## src/rtl/piso_serializer_if.sv

```systemverilog
// Load and serial-side bundle for piso_serializer: word handshake, bit-rate
// tick, and the serial stream with its framing strobes.
interface piso_serializer_if #(
    parameter int WIDTH = 4
);
    logic [WIDTH-1:0] data_in;
    logic             load_valid;
    logic             load_ready;
    logic             shift_en;
    logic             serial_out;
    logic             serial_valid;
    logic             frame_start;
    logic             busy;
    logic             done;

    modport master (
        output data_in, load_valid, shift_en,
        input  load_ready, serial_out, serial_valid, frame_start, busy, done
    );

    modport slave (
        input  data_in, load_valid, shift_en,
        output load_ready, serial_out, serial_valid, frame_start, busy, done
    );
endinterface

```

## src/rtl/piso_serializer.sv

```systemverilog
// Parallel-in/serial-out framer feeding a downstream SIPO, one bit per shift_en tick.
// Define PISO_PARITY_EN to append an even-parity bit to every frame.
module piso_serializer #(
    parameter int   WIDTH      = 4,
    parameter int   MSB_FIRST  = 1,
    parameter logic IDLE_LEVEL = 1'b0
) (
    input  logic             clk,
    input  logic             reset,
    piso_serializer_if.slave bus
);
`ifdef PISO_PARITY_EN
    localparam int FRAME_LEN = WIDTH + 1;
`else
    localparam int FRAME_LEN = WIDTH;
`endif
    localparam int               CNT_W    = $clog2(FRAME_LEN + 1);
    localparam logic [CNT_W-1:0] LAST_CNT = CNT_W'(FRAME_LEN - 1);

    typedef enum logic {IDLE, SHIFT} state_t;

    state_t               state_reg;
    logic [WIDTH-1:0]     word_reg;
    logic [CNT_W-1:0]     bit_cnt_reg;
    logic [CNT_W-1:0]     bit_cnt_next;
    logic                 serial_out_reg;
    logic                 serial_valid_reg;
    logic                 frame_start_reg;
    logic                 busy_reg;
    logic                 done_reg;
    logic [FRAME_LEN-1:0] frame_bits;
    logic                 first_bit;
    logic                 next_bit;
    logic                 last_bit;
    logic                 load_ready;
    logic                 accept;

    // frame_bits holds the captured word in transmit order, so bit_cnt indexes it directly.
    genvar gi;
    generate
        for (gi = 0; gi < WIDTH; gi++) begin : g_order
            assign frame_bits[gi] = word_reg[(MSB_FIRST != 0) ? (WIDTH - 1 - gi) : gi];
        end
    endgenerate
`ifdef PISO_PARITY_EN
    assign frame_bits[WIDTH] = ^word_reg;
`endif

    assign first_bit    = (MSB_FIRST != 0) ? bus.data_in[WIDTH-1] : bus.data_in[0];
    assign bit_cnt_next = bit_cnt_reg + CNT_W'(1);
    assign last_bit     = (state_reg == SHIFT) && (bit_cnt_reg == LAST_CNT);
    assign load_ready   = (state_reg == IDLE) || (last_bit && bus.shift_en);
    assign accept       = load_ready && bus.load_valid;

    always_comb begin
        next_bit = IDLE_LEVEL;
        for (int i = 0; i < FRAME_LEN; i++) begin
            if (bit_cnt_next == CNT_W'(i)) begin
                next_bit = frame_bits[i];
            end
        end
    end

    always_ff @(posedge clk or negedge reset) begin
        if (!reset) begin
            state_reg        <= IDLE;
            word_reg         <= '0;
            bit_cnt_reg      <= '0;
            serial_out_reg   <= IDLE_LEVEL;
            serial_valid_reg <= 1'b0;
            frame_start_reg  <= 1'b0;
            busy_reg         <= 1'b0;
            done_reg         <= 1'b0;
        end else begin
            done_reg <= 1'b0;
            if (accept) begin
                // Accepting while in SHIFT means the previous frame just ended here.
                state_reg        <= SHIFT;
                word_reg         <= bus.data_in;
                bit_cnt_reg      <= '0;
                serial_out_reg   <= first_bit;
                serial_valid_reg <= 1'b1;
                frame_start_reg  <= 1'b1;
                busy_reg         <= 1'b1;
                done_reg         <= (state_reg == SHIFT);
            end else if ((state_reg == SHIFT) && bus.shift_en) begin
                if (last_bit) begin
                    state_reg        <= IDLE;
                    bit_cnt_reg      <= '0;
                    serial_out_reg   <= IDLE_LEVEL;
                    serial_valid_reg <= 1'b0;
                    frame_start_reg  <= 1'b0;
                    busy_reg         <= 1'b0;
                    done_reg         <= 1'b1;
                end else begin
                    bit_cnt_reg     <= bit_cnt_next;
                    serial_out_reg  <= next_bit;
                    frame_start_reg <= 1'b0;
                end
            end
        end
    end

    assign bus.load_ready   = load_ready;
    assign bus.serial_out   = serial_out_reg;
    assign bus.serial_valid = serial_valid_reg;
    assign bus.frame_start  = frame_start_reg;
    assign bus.busy         = busy_reg;
    assign bus.done         = done_reg;
endmodule

```

## src/flat_wrapper.sv

```systemverilog
// flat-port wrapper written by rule: the top's interface ports become plain ports
module piso_serializer_flat 
#(
    parameter int   WIDTH      = 4,
    parameter int   MSB_FIRST  = 1,
    parameter logic IDLE_LEVEL = 1'b0
)
  (clk, reset, bus_data_in, bus_load_valid, bus_shift_en, bus_load_ready, bus_serial_out, bus_serial_valid, bus_frame_start, bus_busy, bus_done);
  piso_serializer_if #(.WIDTH(WIDTH)) bus_i ();
  input  logic clk;
  input  logic reset;
  input wire logic [$bits(bus_i.data_in)-1:0] bus_data_in;
  input wire logic [$bits(bus_i.load_valid)-1:0] bus_load_valid;
  input wire logic [$bits(bus_i.shift_en)-1:0] bus_shift_en;
  output wire logic [$bits(bus_i.load_ready)-1:0] bus_load_ready;
  output wire logic [$bits(bus_i.serial_out)-1:0] bus_serial_out;
  output wire logic [$bits(bus_i.serial_valid)-1:0] bus_serial_valid;
  output wire logic [$bits(bus_i.frame_start)-1:0] bus_frame_start;
  output wire logic [$bits(bus_i.busy)-1:0] bus_busy;
  output wire logic [$bits(bus_i.done)-1:0] bus_done;
  assign bus_i.data_in = bus_data_in;
  assign bus_i.load_valid = bus_load_valid;
  assign bus_i.shift_en = bus_shift_en;
  assign bus_load_ready = bus_i.load_ready;
  assign bus_serial_out = bus_i.serial_out;
  assign bus_serial_valid = bus_i.serial_valid;
  assign bus_frame_start = bus_i.frame_start;
  assign bus_busy = bus_i.busy;
  assign bus_done = bus_i.done;
  piso_serializer #(.WIDTH(WIDTH), .MSB_FIRST(MSB_FIRST), .IDLE_LEVEL(IDLE_LEVEL)) u_core (.clk(clk), .reset(reset), .bus(bus_i));
endmodule
```

## config.mk

```make
export PLATFORM = sky130hd
export DESIGN_NAME = piso_serializer_flat
export DESIGN_NICKNAME = d
export VERILOG_FILES = /design/src/rtl/piso_serializer_if.sv /design/src/rtl/piso_serializer.sv /design/src/flat_wrapper.sv
export SDC_FILE = /design/constraint.sdc
export NUM_CORES = 1
export LEC_CHECK = 0
export CORE_MARGIN = 4
export CORE_UTILIZATION = 47
export DETAILED_ROUTE_END_ITERATION = 16
export GPL_ROUTABILITY_DRIVEN = 0
export GPL_TIMING_DRIVEN = 1
export PLACE_DENSITY = 0.85
export SLEW_MARGIN = 20
export SYNTH_ARGS = -nofsm -noshare
export SYNTH_HDL_FRONTEND = slang
export SYNTH_SLANG_ARGS = --single-unit
```

## constraint.sdc

```tcl
create_clock -name clk -period 2.3 [get_ports clk]
set_input_delay 0.69 -clock clk [delete_from_list [all_inputs] [get_ports clk]]
set_output_delay 0.69 -clock clk [all_outputs]
set_load 0.03 [all_outputs]
```

==> impl_metrics.tcl <==
set metrics [dict create \
    core.rowCount 12 \
    layout-drive-gt1-share_pct 16.0 \
    synth_cell_types 24 \
    vias 481 \
    required_ns 1.61 \
    r2r-end "u_core.bus.serial_out$_DFFE_PN0P_" \
    synth_top_family_by_area "compound AO/OA/AOI/OAI gates" \
    synth_compound_area_share_pct 16.6 \
    arrival_ns 1.53 \
    drt_iter0_drc 7 \
    yosysSeqAreaShare_pct 44.0 \
    layout.nets 90 \
    hp-class "register to register" \
    core_mm2 0.00119 \
    clk_pin_slew_worst_paths_ns 0.07 \
    area_delta_synth_final_pct 28.0 \
    worst-slew-pin-transition_ns 0.510 \
    synthCells 58 \
    detail_route.wl_per_cell_um 14.7 \
    start_util_pct 52.7 \
    fmax_ghz 0.450 \
    drv_cap 0 \
    grt_use_total_pct 15.5 \
    ant_nets 0 \
    worstSetupEndpoint "bus_load_ready" \
    tns_ns 0 \
    hold_viol 0 \
    avgSynthCellArea_um2 10.8 \
    ys_ff_latch 11 \
    first_pass_iters 4 \
    clock-root-buffer "clkbuf_4" \
    crit_path_start "bus_shift_en" \
    grt_pass1_wl_mm 2.19 \
    dp_hpwl_um 948 \
    grt-ovfl-total 0 \
    rr_startpoint "u_core.bit_cnt_reg[1]$_DFFE_PN0P_" \
    rsz0062_at_grt "no" \
    cts_buffers 3 \
    syn_area_um2 626 \
    final_max_slew_viol_count 0 \
    synth_xor_area_share_pct 0 \
    setup_viol 0 \
    antenna_found_initial 0 \
    layout_commonest_cell "dfrtp_1" \
    cp-end-kind "primary output" \
    clkSinkCount 11 \
    syn_nets 72 \
    holdWs_ns 0.511 \
    rrSetupSlack_ns 0.62 \
    synth_fa_ha_area_share_pct 12.0 \
    synth_edf_count 0 \
    finalInstanceArea_um2 801 \
    p_leak_nw 0.394 \
    yosys.area_share.simple_pct 12.6 \
    largest_reg_flops 4 \
    die_area_mm2 0.00198 \
    crit_type "primary input to primary output" \
    synthFlopType "dfrtp_1" \
    run_status "completed" \
    synthArstFlopShare_pct 100 \
    io_buffer_count 13 \
    most-common-layout-cells "dfrtp_1, clkdlybuf4s50_1, nand2_1" \
    ios 14 \
    antennaDiodeCount 0 \
    ys_warn_count 0 \
    path_max_fanout 3 \
    synthMuxAreaShare_pct 8.80 \
    fin_crit_sh_pct 96.6 \
    dieHeight_um 44.5 \
    cts_tree "built" \
    slew_headroom_pct 65.9 \
    clock_path_buffers 2 \
    routed_wl_mm 1.31 \
    viasPerCell 5.40 \
    dieWidth_um 44.5 \
    htreeDepth 1 \
    grt_max_degree 12 \
    grt_pass1_vias 506 \
    crit_path_start_kind "primary input" \
    period_needed_ns 2.22 \
    finalClockSkew_ns 0.00325 \
    placed_area_um2 759 \
    p_per_area_mw_per_mm2 1200 \
    ir_worst_vdd_mv 0.799 \
    r2r_cells 6 \
    drc_errors 0 \
    clock_latency_ns 0.27 \
]
==> worst min-delay path by stage <==
| stage | start | depth (start not counted) | end |
|---|---|---|---|
| 4_1_cts | u_core.bus.frame_start$_DFFE_PN0P_ | 2 | u_core.bus.frame_start$_DFFE_PN0P_ |
| 3_5_place_dp | u_core.bus.frame_start$_DFFE_PN0P_ | 2 | u_core.bus.frame_start$_DFFE_PN0P_ |
| 6_report | u_core.bus.frame_start$_DFFE_PN0P_ | 2 | u_core.bus.frame_start$_DFFE_PN0P_ |
| 3_3_place_gp | u_core.bus.frame_start$_DFFE_PN0P_ | 2 | u_core.bus.frame_start$_DFFE_PN0P_ |
| 5_1_grt | u_core.bus.frame_start$_DFFE_PN0P_ | 2 | u_core.bus.frame_start$_DFFE_PN0P_ |
| 2_1_floorplan | reset | 0 | u_core.bit_cnt_reg[0]$_DFFE_PN0P_ |
==> stage by stage <==
step | utilization, % | std cells | power, mW | setup slack [ns]
global route | 67.5 | 89 | 1.04 | 0.0228
CTS | 66.5 | 88 | 0.955 | 0.0545
global placement | 64.0 | 84 | 0.788 | 0.0819
finish | 67.5 | 89 | 0.965 | 0.0771
detailed placement | 64.0 | 84 | 0.811 | 0.0767
floorplan | - | 58 | 0.674 | 0.486
==> critical path, cell delays in order <==
cell	delay (ns)
clkdlybuf4s50_1	0.44
a21bo_4	0.24
buf_4	0.17
==> synth_stat cells (2+ instances only) <==
library cell  instances  area, um^2
dfrtp_1              11         275
nand2_1               7        26.3
ha_1                  6        75.1
a21oi_1               5        25.0
inv_1                 5        18.8
mux2_4                3        45.0
nand2b_1              3        18.8
o21ai_1               2        10.0
==> where the power goes <==
group,total (mW),internal (mW),switching [mW]
sequential,0.337,0.273,0.0640
combinational,0.495,0.242,0.253
clock,0.132,0.0671,0.0651
total,0.965,0.583,0.382
==> layout make-up <==
type	count	area, um^2
Inverter	5	18.8
Clock buffer	4	26.3
Tap cell	14	17.5
Sequential cell	11	275
Timing Repair Buffer	15	148
Multi-Input combinational cell	40	315
Fill cell	89	385
==> per-layer routing <==
layer	share of wire [%]	GRT usage, %	vias to the layer above
met4	2.1	7.23	0
li1	-	-	236
met3	3.7	3.66	4
met5	0	0	-
met1	41	17.5	230
met2	53	27.2	11
==> cells by family after synthesis <==
kind of cell | count (synthesis)
buffers and inverters | 7
DFF | 11
muxes | 4
AOI/OAI and AO/OA | 15
adders and majority gates | 6
and+or+nand+nor | 15
==> timing repair <==
item | 4_1_cts | 5_1_grt
hold buffers | 0 | 0
gates resized for setup | 1 | 2
setup endpoints to repair | 1 | 3
setup buffers | 0 | 1
gates cloned | 0 | 0
No activity file was read; power rests on OpenSTA's default activity.
